[src/rtl/multicycle_control_unit.sv]
// ID-stage control unit. Decodes mode/opcode into execute-stage controls and
// sequences the multi-cycle MUL/MLA operations. A sequence holds IF/ID frozen
// until its final phase, and a flush returns the sequencer to IDLE.
module multicycle_control_unit #(
    parameter int MUL_CYCLES = 2,
    parameter int MLA_CYCLES = 3,
    parameter int PHASE_W    = 3
) (
    input  logic               clk,
    input  logic               rst,
    input  logic [1:0]         mode,
    input  logic [3:0]         opcode,
    input  logic               status,
    input  logic               hazard,
    input  logic               flush,
    output logic [3:0]         exe_cmd,
    output logic               mem_read,
    output logic               mem_write,
    output logic               wb_en,
    output logic               branch,
    output logic               status_update,
    output logic               freeze,
    output logic               busy,
    output logic [PHASE_W-1:0] phase
);

    typedef enum logic {IDLE, RUN} state_t;

    localparam logic [PHASE_W-1:0] MUL_LAST  = PHASE_W'(MUL_CYCLES - 1);
    localparam logic [PHASE_W-1:0] MLA_LAST  = PHASE_W'(MLA_CYCLES - 1);
    localparam logic [PHASE_W-1:0] PHASE_ONE = PHASE_W'(1);

    localparam logic [3:0] OP_MUL = 4'b0011;
    localparam logic [3:0] OP_MLA = 4'b0111;

    state_t             state_q, state_d;
    logic [PHASE_W-1:0] phase_q, phase_d;
    logic               is_mla_q, is_mla_d;   // latched op kind: 1 = MLA, 0 = MUL

    logic [3:0] cmd;
    logic       rd, wr, wb, br, su, frz;
    logic       last_phase;

    // Sequencer state: synchronous active-low reset, otherwise take next state.
    // NOTE: registers use non-blocking assignments so every flop samples the
    // pre-edge values, independent of statement order.
    always_ff @(posedge clk) begin
        if (!rst) begin
            state_q  <= IDLE;
            phase_q  <= '0;
            is_mla_q <= 1'b0;
        end else begin
            state_q  <= state_d;
            phase_q  <= phase_d;
            is_mla_q <= is_mla_d;
        end
    end

    // Decode and next-state logic; RUN decodes from the latched op kind only.
    // NOTE: every signal gets a default first so no path leaves one unassigned,
    // which would otherwise infer a latch.
    always_comb begin
        cmd        = 4'b0000;
        rd         = 1'b0;
        wr         = 1'b0;
        wb         = 1'b0;
        br         = 1'b0;
        su         = status;
        frz        = 1'b0;
        state_d    = state_q;
        phase_d    = phase_q;
        is_mla_d   = is_mla_q;
        last_phase = is_mla_q ? (phase_q == MLA_LAST) : (phase_q == MUL_LAST);

        if (state_q == RUN) begin
            wb  = 1'b1;
            cmd = (is_mla_q && last_phase) ? 4'b1110 : 4'b1101;
            frz = !last_phase;
            if (last_phase) begin
                state_d = IDLE;
                phase_d = '0;
            end else begin
                phase_d = phase_q + PHASE_ONE;
            end
        end else begin
            unique case (mode)
                2'b00: begin
                    unique case (opcode)
                        4'b1101: begin cmd = 4'b0001; wb = 1'b1; end  // MOV
                        4'b1111: begin cmd = 4'b1001; wb = 1'b1; end  // MVN
                        4'b0100: begin cmd = 4'b0010; wb = 1'b1; end  // ADD
                        4'b0101: begin cmd = 4'b0011; wb = 1'b1; end  // ADC
                        4'b0010: begin cmd = 4'b0100; wb = 1'b1; end  // SUB
                        4'b0110: begin cmd = 4'b0101; wb = 1'b1; end  // SBC
                        4'b0000: begin cmd = 4'b0110; wb = 1'b1; su = 1'b0; end  // AND
                        4'b1100: begin cmd = 4'b0111; wb = 1'b1; end  // ORR
                        4'b0001: begin cmd = 4'b1000; wb = 1'b1; end  // EOR
                        4'b1010: begin cmd = 4'b0100; su = 1'b1; end  // CMP
                        4'b1000: begin cmd = 4'b0110; su = 1'b1; end  // TST
                        OP_MUL, OP_MLA: begin
                            cmd = 4'b1100;
                            // A hazard stalls the start; phase 0 is retried later.
                            if (!hazard) begin
                                wb  = 1'b1;
                                frz = 1'b1;
                                if (!flush) begin
                                    state_d  = RUN;
                                    phase_d  = PHASE_ONE;
                                    is_mla_d = (opcode == OP_MLA);
                                end
                            end
                        end
                        default: ;
                    endcase
                end
                2'b01: begin
                    cmd = 4'b0010;
                    if (status) begin
                        rd = 1'b1;
                        wb = 1'b1;
                    end else begin
                        wr = 1'b1;
                    end
                end
                2'b10:   br = 1'b1;
                default: ;
            endcase
        end

        // Flush kills the current instruction in any state; exe_cmd stays decoded.
        if (flush) begin
            wb      = 1'b0;
            rd      = 1'b0;
            wr      = 1'b0;
            br      = 1'b0;
            frz     = 1'b0;
            state_d = IDLE;
            phase_d = '0;
        end
    end

    // Output stage: everything is held at zero while reset is asserted.
    always_comb begin
        exe_cmd       = rst ? cmd : 4'b0000;
        mem_read      = rst & rd;
        mem_write     = rst & wr;
        wb_en         = rst & wb;
        branch        = rst & br;
        status_update = rst & su;
        freeze        = rst & frz;
        busy          = rst & (state_q == RUN);
        phase         = rst ? phase_q : '0;
    end

endmodule

[config.mk]
export PLATFORM = sky130hd
export DESIGN_NAME = multicycle_control_unit
export DESIGN_NICKNAME = d
export VERILOG_FILES = /design/src/rtl/multicycle_control_unit.sv
export SDC_FILE = /design/constraint.sdc
export NUM_CORES = 1
export LEC_CHECK = 0
export CORE_AREA = 4 4 41 43
export DETAILED_ROUTE_END_ITERATION = 8
export DIE_AREA = 0 0 45 47
export DONT_BUFFER_PORTS = 1
export PLACE_DENSITY = 0.56
export SLEW_MARGIN = 20
export SYNTH_ARGS = -nofsm -noshare
export SYNTH_HDL_FRONTEND = slang
export SYNTH_SLANG_ARGS = --single-unit
[constraint.sdc]
create_clock -name clk -period 1.04 [get_ports clk]
set_input_delay 0.208 -clock clk [delete_from_list [all_inputs] [get_ports clk]]
set_output_delay 0.208 -clock clk [all_outputs]
set_load 0.005 [all_outputs]
-- Word level (Yosys, flattened, before mapping)
Cells that the tools add are included.
- flip-flop bits (word level): 5
- input bits: 11
- output and inout bits: 14
- word-level logic and storage cells: 83
- $add $sub $neg: 1
- equal/unequal tests: 17
- muxes and demuxes: 37
- bitwise gates (word level): 11
- reduce and logical (&&, ||, !) cells: 14
- operator list (kind ; count):
    4-bit one-hot mux with 10 select lines ; 1
    1-bit 2-to-1 mux ; 23
    4-bit equality test, second input constant ; 5
    3-bit 2-to-1 mux ; 6
    4-bit by 3-bit equality test with 1-bit output, second input constant ; 4
    2-bit OR reduction ; 5
    9-bit OR reduction ; 1
    4-bit by 2-bit equality test with 1-bit output, second input constant ; 2
    4-bit 2-to-1 mux ; 2
    4-bit one-hot mux with 2 select lines ; 1
    1-bit bitwise AND ; 7
    1-bit one-hot mux with 2 select lines ; 3
    5-bit AND reduction ; 1
    4-bit by 1-bit equality test with 1-bit output, second input constant ; 1
    4-bit zero test ; 1
    1-bit inverter ; 4
    2-bit nonzero test ; 2
    3-bit by 1-bit adder with 3-bit output, second input constant ; 1
    3-bit by 1-bit equality test with 1-bit output, second input constant ; 1
    3-bit by 2-bit equality test with 1-bit output, second input constant ; 1
    3-bit AND reduction ; 1
    2-bit by 1-bit equality test with 1-bit output, second input constant ; 1
    2-bit equality test, second input constant ; 1
    2-bit zero test ; 1
    other kinds (4) ; 4

-- Logic depth before layout (Yosys ltp)
Gate-level depths: netlist of the first run.
- depth after elaboration: 7
- depth in mapped cells: 5
- gate-level depth less buffers: 5

-- Worst setup path before layout of the first run
Ideal clock, no wire load.
- kind: reg2out
- from: register state_q
- to: output port exe_cmd[0]
- data arrival time: 0.951 ns
- data required time: 0.832 ns
- setup slack: -0.119 ns
- cell stages (with the launch flop): 5
- path buffers: 0
- cells stage by stage: dfxtp_1 > nor3_4 > o311ai_0 > a21oi_1 > o21a_1
- cells in the longest elaborated chain, start to end: 2
- ends and longest elaborated chain (element ; RTL line ; RTL):
    from (decl) ; 36 ; state_t state_q, state_d;
    from (signal assigned) ; 53 ; state_q <= state_d;
    4-bit 2-to-1 mux ; 75 ; if (state_q == RUN) begin
    4-bit 2-to-1 mux ; 144 ; exe_cmd = rst ? cmd : 4'b0000;
    to (decl) ; 16 ; output logic [3:0] exe_cmd,
No other way between the ends.

-- Final worst setup path of the first run
- from: register phase_q[1]
- to: output port freeze
- cells in the longest elaborated chain, start to end: 6
- elaborated cells on any way between the ends: 7
- those cells by class: eq/ne: 2; mux: 3; bitwise: 1; reduce/logical: 1
- ends and longest elaborated chain (element ; RTL line ; RTL):
    from (decl) ; 37 ; logic [PHASE_W-1:0] phase_q, phase_d;
    from (signal assigned) ; 54 ; phase_q <= phase_d;
    3-bit by 1-bit equality test with 1-bit output or 3-bit by 2-bit equality test with 1-bit output (tied branches) ; 73 ; last_phase = is_mla_q ? (phase_q == MLA_LAST) : (phase_q == MUL_LAST);
    1-bit 2-to-1 mux (*) ; 73 ;
    1-bit zero test (*) ; 78 ; frz = !last_phase;
    1-bit 2-to-1 mux (*) ; 75 ;
    1-bit 2-to-1 mux (*) ; 131 ; if (flush) begin
    1-bit bitwise AND (*) ; 150 ; freeze = rst & frz;
    to (decl) ; 22 ; output logic freeze,
Every way passes the cells marked *; elsewhere a longest branch is shown, timed or not.

==> results of run 1 <==
==> stage by stage <==
stage	util [%]	total power [uW]	TNS, ns	std cells	area (um2)
3_3_place_gp	50.6	278	-0.524	100	658
2_1_floorplan	-	272	-0.0454	77	573
3_5_place_dp	50.6	279	-0.589	100	658
6_report	66.6	522	-3.19	113	867
5_1_grt	66.6	551	-4.04	113	867
4_1_cts	57.4	512	-3.04	107	747
==> per-layer routing <==
layer  wire [um]  track usage, %  share of wire, %  vias up
li1            -               -                 -      326
met2         899            30.5                48       26
met5           0               0                 0        -
met1         790            20.9                42      335
met3         175            6.90               9.4        0
met4           0            3.51                 0        0
==> logic make-up after synthesis <==
family / synth area share (%)
AO/OA/AOI/OAI: 32.7
XOR/XNOR: 1.57
adder cells (fa/ha/maj): 2.24
buffers and inverters: 6.93
flip-flops: 17.9
multiplexers: 2.01
AND/OR/NAND/NOR: 36.7
==> how the worst max path moves through the flow <==
| stage | cells past startpoint | slack (ns) | end | from |
|---|---|---|---|---|
| floorplan | 4 | -0.03 | freeze | phase_q[1]$_SDFFE_PP0P_ |
| global placement | 4 | -0.13 | exe_cmd[0] | state_q$_SDFF_PP0_ |
| detailed placement | 4 | -0.12 | exe_cmd[0] | state_q$_SDFF_PP0_ |
| CTS | 4 | -0.35 | exe_cmd[0] | state_q$_SDFF_PP0_ |
| global route | 4 | -0.42 | freeze | phase_q[1]$_SDFFE_PP0P_ |
| finish | 4 | -0.36 | freeze | phase_q[1]$_SDFFE_PP0P_ |
==> registers in the layout, summed over array words and instances, names as in the netlist <==
name / flops
is_mla_q: 1
phase_q: 3
state_q: 1
==> final cells by class <==
type,instances,area [um2],area share [%]
tap,15,18.8,2.16
timing repair buffer,22,176,20.3
multi-input combinational,65,524,60.5
sequential,5,114,13.1
inverter,2,7.51,0.866
clock buffer,4,26.3,3.03
==> layout by cell type (no fill, tap or decap), types with 3 or more instances in the layout <==
cell / count
nand2b_1: 3
buf_4: 19
nand2_1: 7
nor2_1: 5
a21oi_1: 6
dfxtp_4: 3
nand2_2: 3
clkbuf_4: 3
a21oi_2: 4
buf_6: 3
==> critical path, cell delays in order (launching register included) <==
cell	delay (ns)
dfxtp_4	0.35
nand2b_4	0.14
o22a_1	0.19
o21ai_2	0.19
a21oi_2	0.08
==> report_power, final <==
group | total [uW] | internal, uW | switching (uW)
Sequential | 186 | 185 | 1.11
Clock | 230 | 145 | 84.5
Combinational | 106 | 55.8 | 49.9
==> what timing repair did <==
action	CTS	global route
setup endpoints to repair	18	19
setup buffers	3	8
hold buffers	0	0
resized for setup	17	16
pin swaps	4	10
==> impl_metrics.toml, run 1 <==
[sta]
period_needed_ns = 1.40
rsz0062_at_grt = "yes"
max-slew-margin-rel_pct = 79.8
timing.hold.ws_ns = 0.0540
fin_ws_ns = -0.363
skew_ns = 0.00441
min_period_over_period_pct = 135
tightest_slew_ns = 0.303
maxSlewViolCount = 0
final_hold_viol_count = 0
fmax_mhz = 713
setup_violations = 18

[global_routing]
grt_pass1_vias = 632
grt_usage_pct = 17.7
grt_max_degree = 14
grt.overflow.total = 0
antenna_found_initial = 0
grt_first_pass_wirelength_um = 2740

[worst_setup_path]
critical_path_class = "reg -> out"
cp.required_ns = 0.83
r2r-start = "state_q$_SDFF_PP0_"
worstRegToRegCells = 5
critPathMaxFanout = 4
cp.arrival_ns = 1.20
start_kind = "register"
worstReg2RegEnd = "phase_q[0]$_SDFFE_PP0P_"
endpoint_kind = "output pin"
r2r_setup_slack_ns = -0.14

[min_path]
hold_class = "in -> reg"
min_to = "is_mla_q$_SDFFE_PN0P_"
hold_start = "flush"
hold-path-cell-count = 1

[final_layout]
area_growth_pct = 55.0
drive_above_1_share_pct = 55.1
fillers = 129
fin_nets = 111
antenna_cells = 0

[floorplan]
ios = 25
start_util_pct = 43.0
rows = 13
dieHeight_um = 47
die_w_um = 45
die_area_mm2 = 0.00212
core_area_mm2 = 0.00130

[clock_network]
clock_latency_ns = 0.25
cts_buffers = 3
cts_max_level = 1
cts_root_buf = "clkbuf_4"
clk_path_buf_depth = 2
cts.clk_slew.worst_paths_ns = 0.04
cts_tree = "built"
clock-sinks = 5

[logic_synthesis]
yosysWarnings = 0
ys_top_cells_by_area = "dfxtp_1, a21oi_1, nand2_1"
seq_area_frac_synth_pct = 17.9
synth_cell_types = 34
syn_inst = 77
synthTopCellsByCount = "nand2_1, a21oi_1, dfxtp_1, nor2_1, o21ai_0"
syn_area_per_cell_um2 = 7.26
yosysTopAreaCellShare_pct = 17.9
synth_area_leader_cell = "dfxtp_1"
synth.cell_area_um2 = 559
synth-seq-cells = 5
async_reset_ff_share_pct = 0
synth_edf_count = 0
ys.flop_type = "dfxtp_1"
syn_nets = 89
yosys.cell_count.top_type = "nand2_1"

[power_and_ir_drop]
cellLeakagePower_uw = 0.000353
power_density_mw_per_mm2 = 602
ir_worst_vdd_mv = 0.773

[run_status]
status = "finished with violations"
violations = "setup timing"

[detailed_routing]
drc = 0
dr.pass1.iters = 4
drt_iter0_drc = 17
routed_wl_um = 1870
wl_per_cell_um = 16.5
route.vias.total = 687
viasPerCell = 6.08
ant_nets = 0

[placed_design]
place_congestion = 0.862
dp_slack_ns = -0.118
io_buffers = 0
dp_hpwl_um = 1140

[run]
cap_violations = 0
Power figures use the tool's default switching activity.
==> run 2: changes to the inputs <==
Settings changed: CELL_PAD_IN_SITES_DETAIL_PLACEMENT from default to 1, CELL_PAD_IN_SITES_GLOBAL_PLACEMENT from default to 1, CORE_AREA 4 4 41 43 to default, CORE_MARGIN from default to 4, CORE_UTILIZATION from default to 36, DIE_AREA 0 0 45 47 to default, PLACE_DENSITY 0.56 to 0.67.
==> run 2 against run 1 <==
Net effect:
- core utilization is 0.24 points higher
- flip-flop and latch count stayed put
- routed wire length is 45% higher
- hold slack worse by 0.013 ns
- cell count is 5.3% higher
- the flow still finishes with violations (setup timing)
- cell area is 6.6% higher
- clock skew is 0.010 ns higher
- clock power is 8.7% higher
- clock-buffer cell count stayed put
- register-to-register slack worse by 0.07 ns
- highest routed layer is now met4
- sequential share of layout area is 0.82 points lower
- non-clock buffer count is 6 higher
==> impl_metrics.toml, run 2 (synthesis gave the netlist of run 1 again) <==
[floorplan]
ios = 25
core_area_mm2 = 0.00138
dieHeight_um = 47.4
die_w_um = 47.4
start_util_pct = 40.5
rows = 13
die_area_mm2 = 0.00225

[worst_setup_path]
cpMaxStageDelayCell = "dfxtp_4"
path_delay_family = "compound AO/OA/AOI/OAI gates"
crit_buf_inv = 0
critPathMaxFanout = 8
endpoint_kind = "output pin"
critical_path_class = "reg -> out"
cpPeakStageDelay_ns = 0.38
cp.required_ns = 0.83
start_kind = "register"
cp.arrival_ns = 1.28
cp_cell_sequence = "nor3_4, nand2_1, o211ai_1, o21ai_1"

[power_and_ir_drop]
seq_power_share_pct = 33.7
cellLeakagePower_uw = 0.000377
p_comb_share_pct = 21.2
power_density_mw_per_mm2 = 599
ir_worst_vdd_mv = 0.493
swShare_pct = 29.7
clkPwrFrac_pct = 45.1
switchingPower_uw = 164
internal_power_uw = 389

[final_layout]
fillers = 156
design_area_um2 = 925
final_cell_mix = "buf_4, nand2_1, a21oi_1"
reg_top3 = "phase_q: 3 flops, is_mla_q: 1 flops, state_q: 1 flops"
regMostFlops = "phase_q"
area_growth_pct = 65.3
fin_util_pct = 66.9
antenna_cells = 0
fin_nets = 117
drive_above_1_share_pct = 59.6
final_common_cell = "buf_4"
largest_reg_flops = 3

[clock_network]
cts_tree = "built"
clock_latency_ns = 0.26
cts.clk_slew.worst_paths_ns = 0.04
cts_root_buf = "clkbuf_4"
cts_max_level = 1
clock-sinks = 5
cts_buffers = 3
clk_path_buf_depth = 2

[global_routing]
grt.overflow.total = 0
grt_max_degree = 14
grt_first_pass_wirelength_um = 3400
antenna_found_initial = 0
grt_pass1_vias = 732
grt_usage_pct = 21.7

[placed_design]
io_buffers = 0
dp_hpwl_um = 1390
dp_slack_ns = -0.138
dpl_cell_area_um2 = 703
place_congestion = 0.746

[detailed_routing]
ant_nets = 0
drc = 0
wl_per_cell_um = 22.8
dr.pass1.iters = 4
drt_iter0_drc = 15
viasPerCell = 6.18
routed_wl_um = 2710
route.vias.total = 736

[sta]
timing.hold.ws_ns = 0.0414
period_needed_ns = 1.49
skew_ns = 0.0146
final_hold_viol_count = 0
maxSlewViolCount = 0
fmax_mhz = 670
rsz0062_at_grt = "yes"
min_period_over_period_pct = 144
setup_violations = 19
tightest_slew_ns = 0.370
max-slew-margin-rel_pct = 75.1
fin_ws_ns = -0.453

[run]
cap_violations = 0

[run_status]
status = "finished with violations"
violations = "setup timing"

[min_path]
hold_class = "in -> reg"
run 2: cell types whose count changed in the layout (fill, tap and decap cells not counted), sizes merged:
cell / previous run / this run
buf: 22 / 28
run 2: worst reg2reg max path: cells and delay by family, from the launching register on:
family          cells  cell delay, ns
compound gates      2            0.24
buf+inv             2            0.25
flops               1            0.41
mux                 1            0.29
run 2: path summary, 6_finish.rpt:
| check | startpoint | endpoint | slack, ns | cells past startpoint |
|---|---|---|---|---|
| hold reg to reg | is_mla_q$_SDFFE_PN0P_ | is_mla_q$_SDFFE_PN0P_ | 0.62 | 3 |
| hold / removal | flush | is_mla_q$_SDFFE_PN0P_ | 0.04 | 1 |
| setup / recovery | state_q$_SDFF_PP0_ | status_update | -0.45 | 4 |
| setup reg to reg | state_q$_SDFF_PP0_ | phase_q[0]$_SDFFE_PP0P_ | -0.21 | 5 |
run 2: layout make-up:
cell class / count / area [um2] / share of cell area, %
clock buffer: 4 / 26.3 / 2.84
inverter: 2 / 7.51 / 0.812
timing repair buffer: 28 / 229 / 24.8
sequential: 5 / 114 / 12.3
tap: 15 / 18.8 / 2.03
multi-input combinational: 65 / 529 / 57.2
run 2: power by group through the flow:
stage          Sequential (uW)  Combinational, uW  Clock, uW
4_1_cts                    189               99.5        242
2_1_floorplan              197               75.1          0
3_3_place_gp               197               84.1          0
3_5_place_dp               198               86.4          0
5_1_grt                    186                127        258
6_report                   186                118        250
run 2: routing by layer:
layer / vias up / global-route usage [%] / wire length [um]
met5: - / 0 / 0
met4: 0 / 4.97 / 65
met3: 8 / 6.02 / 122
met2: 29 / 36.1 / 1380
met1: 365 / 27.8 / 1140
li1: 334 / - / -
run 2: what timing repair did:
item | in CTS | in global routing
pin swaps | 9 | 6
buffers inserted | 7 | 4
hold buffers | 0 | 0
resized for setup | 25 | 9
endpoints found under the setup margin | 19 | 19
cloned | 0 | 0
run 2: through the flow:
stage,total power (uW),setup TNS [ns],instances
6_report,554,-3.90,119
5_1_grt,572,-4.61,119
4_1_cts,530,-3.15,116
3_5_place_dp,284,-0.752,106
3_3_place_gp,282,-0.536,106
2_1_floorplan,272,-0.0454,77
==> run 3: changes to the inputs <==
==> constraint.sdc (replaced) <==
create_clock -name clk -period 1.04 [get_ports clk]
set_input_delay 0.208 -clock clk [delete_from_list [all_inputs] [get_ports clk]]
set_output_delay 0.208 -clock clk [all_outputs]
set_load 0.01 [all_outputs]
==> run 3 against run 2 <==
Net effect:
- the flow still finishes with violations (setup timing)
- cell count fell by 1.7%
- total power rose by 2.8%
- sequential power barely moved
- critical endpoint is now branch
- largest cell class unchanged
==> impl_metrics.toml, run 3 (synthesis gave the netlist of run 1 again) <==
[worst_setup_path]
cp.arrival_ns = 1.33
cpMostUsedCell = "buf_4"
cpMaxStageDelayCell = "dfxtp_4"
cpPeakStageDelay_ns = 0.38
cp.required_ns = 0.83
crit_buf_inv = 3
cp_cell_sequence = "buf_4, buf_6, nor4b_4, buf_4"
worstRegToRegCells = 8
r2r-start = "state_q$_SDFF_PP0_"
r2r_setup_slack_ns = -0.25
start_kind = "register"
worstReg2RegEnd = "phase_q[2]$_SDFFE_PP0P_"
endpoint_kind = "output pin"
path_delay_family = "buffers and inverters"
critPathMaxFanout = 8
critical_path_class = "reg -> out"

[clock_network]
cts_root_buf = "clkbuf_4"
cts_tree = "built"
clock-sinks = 5
cts_max_level = 1
clock_latency_ns = 0.27
cts.clk_slew.worst_paths_ns = 0.06
cts_buffers = 3
clk_path_buf_depth = 2

[run]
cap_violations = 0

[floorplan]
die_area_mm2 = 0.00225
dieHeight_um = 47.4
rows = 13
die_w_um = 47.4
start_util_pct = 40.5
ios = 25
core_area_mm2 = 0.00138

[run_status]
violations = "setup timing"
status = "finished with violations"

[global_routing]
grt_max_degree = 14
grt_first_pass_wirelength_um = 3530
grt_pass1_vias = 745
grt_usage_pct = 23.3
antenna_found_initial = 0
grt.overflow.total = 0

[final_layout]
antenna_cells = 0
drive_above_1_share_pct = 58.8
final_cell_mix = "buf_4, buf_6, nand2_1"
area_growth_pct = 64.7
design_area_um2 = 921
fin_cells = 117
regMostFlops = "phase_q"
fin_nets = 115
final_common_cell = "buf_4"
reg_top3 = "phase_q: 3 flops, is_mla_q: 1 flops, state_q: 1 flops"
largest_reg_flops = 3

[sta]
tightest_slew_ns = 0.378
max-slew-margin-rel_pct = 74.8
min_period_over_period_pct = 148
timing.hold.ws_ns = 0.0253
skew_ns = 0.00471
rsz0062_at_grt = "yes"
maxSlewViolCount = 0
setup_violations = 18
fin_ws_ns = -0.501
period_needed_ns = 1.54
fmax_mhz = 649
final_hold_viol_count = 0

[power_and_ir_drop]
p_comb_share_pct = 20.8
internal_power_uw = 388
swShare_pct = 31.8
cellLeakagePower_uw = 0.000394
power_density_mw_per_mm2 = 618
ir_worst_vdd_mv = 0.382
switchingPower_uw = 181
seq_power_share_pct = 32.3
clkPwrFrac_pct = 46.9

[placed_design]
placedCellCount = 102
place_congestion = 0.741
io_buffers = 0
dp_hpwl_um = 1370
dpl_cell_area_um2 = 706

[detailed_routing]
drc = 0
dr.pass1.iters = 4
routed_wl_um = 2490
route.vias.total = 719
ant_nets = 0
drt_iter0_drc = 10
viasPerCell = 6.15
wl_per_cell_um = 21.3

[min_path]
hold_class = "in -> reg"
hold_start = "flush"
min_to = "is_mla_q$_SDFFE_PN0P_"
hold-path-cell-count = 1
==> run 3: cell count changes in the layout (fill, tap and decap cells not counted), moves of 2 or more <==
| cell | delta |
|---|---|
| a21oi_1 | -2 |
| buf_6 | +4 |
| nand2_2 | -3 |
| nand2_4 | +2 |
| buf_4 | -6 |
| a21oi_2 | +2 |
==> run 3: power by group through the flow <==
stage	Combinational, uW	Sequential [uW]	Clock (uW)
floorplan	86.7	197	0
global placement	91.9	198	0
detailed placement	93.9	198	0
CTS	105	189	251
global route	128	184	288
finish	119	184	267
==> run 3: worst max-delay path by stage <==
stage                     cells after the start               start         end
after global routing                          4  state_q$_SDFF_PP0_  exe_cmd[0]
final                                         4  state_q$_SDFF_PP0_      branch
after CTS                                     4  state_q$_SDFF_PP0_  exe_cmd[0]
after floorplan                               4  state_q$_SDFF_PP0_  exe_cmd[0]
after global placement                        4  state_q$_SDFF_PP0_  exe_cmd[0]
after detailed placement                      4  state_q$_SDFF_PP0_  exe_cmd[0]
==> run 3: through the flow <==
| step | util (%) | setup TNS [ns] | setup WS, ns | total power [uW] |
|---|---|---|---|---|
| after floorplan | - | -0.218 | -0.0434 | 284 |
| after global placement | 51.0 | -0.749 | -0.166 | 289 |
| after detailed placement | 51.0 | -0.998 | -0.170 | 292 |
| after CTS | 60.9 | -4.10 | -0.405 | 545 |
| after global routing | 66.6 | -6.30 | -0.560 | 600 |
| final | 66.6 | -5.43 | -0.501 | 569 |
==> run 3: layout make-up <==
cell class,count,area (um2)
Fill cell,164,462
Timing Repair Buffer,26,229
Sequential cell,5,116
Multi-Input combinational cell,65,523
Clock buffer,4,26.3
Inverter,2,7.51
Tap cell,15,18.8
==> run 3: what timing repair did <==
action	4_1_cts	5_1_grt
pin swaps	7	11
endpoints found under the setup margin	19	19
hold buffers	0	0
buffers inserted	6	7
gates resized for setup	18	14
==> run 3: routing by layer <==
| metal | vias up | wire length (um) | track usage [%] |
|---|---|---|---|
| li1 | 334 | - | - |
| met1 | 336 | 1080 | 27.9 |
| met2 | 36 | 1140 | 37.4 |
| met3 | 13 | 150 | 7.52 |
| met4 | 0 | 123 | 11.0 |
| met5 | - | 0 | 0 |
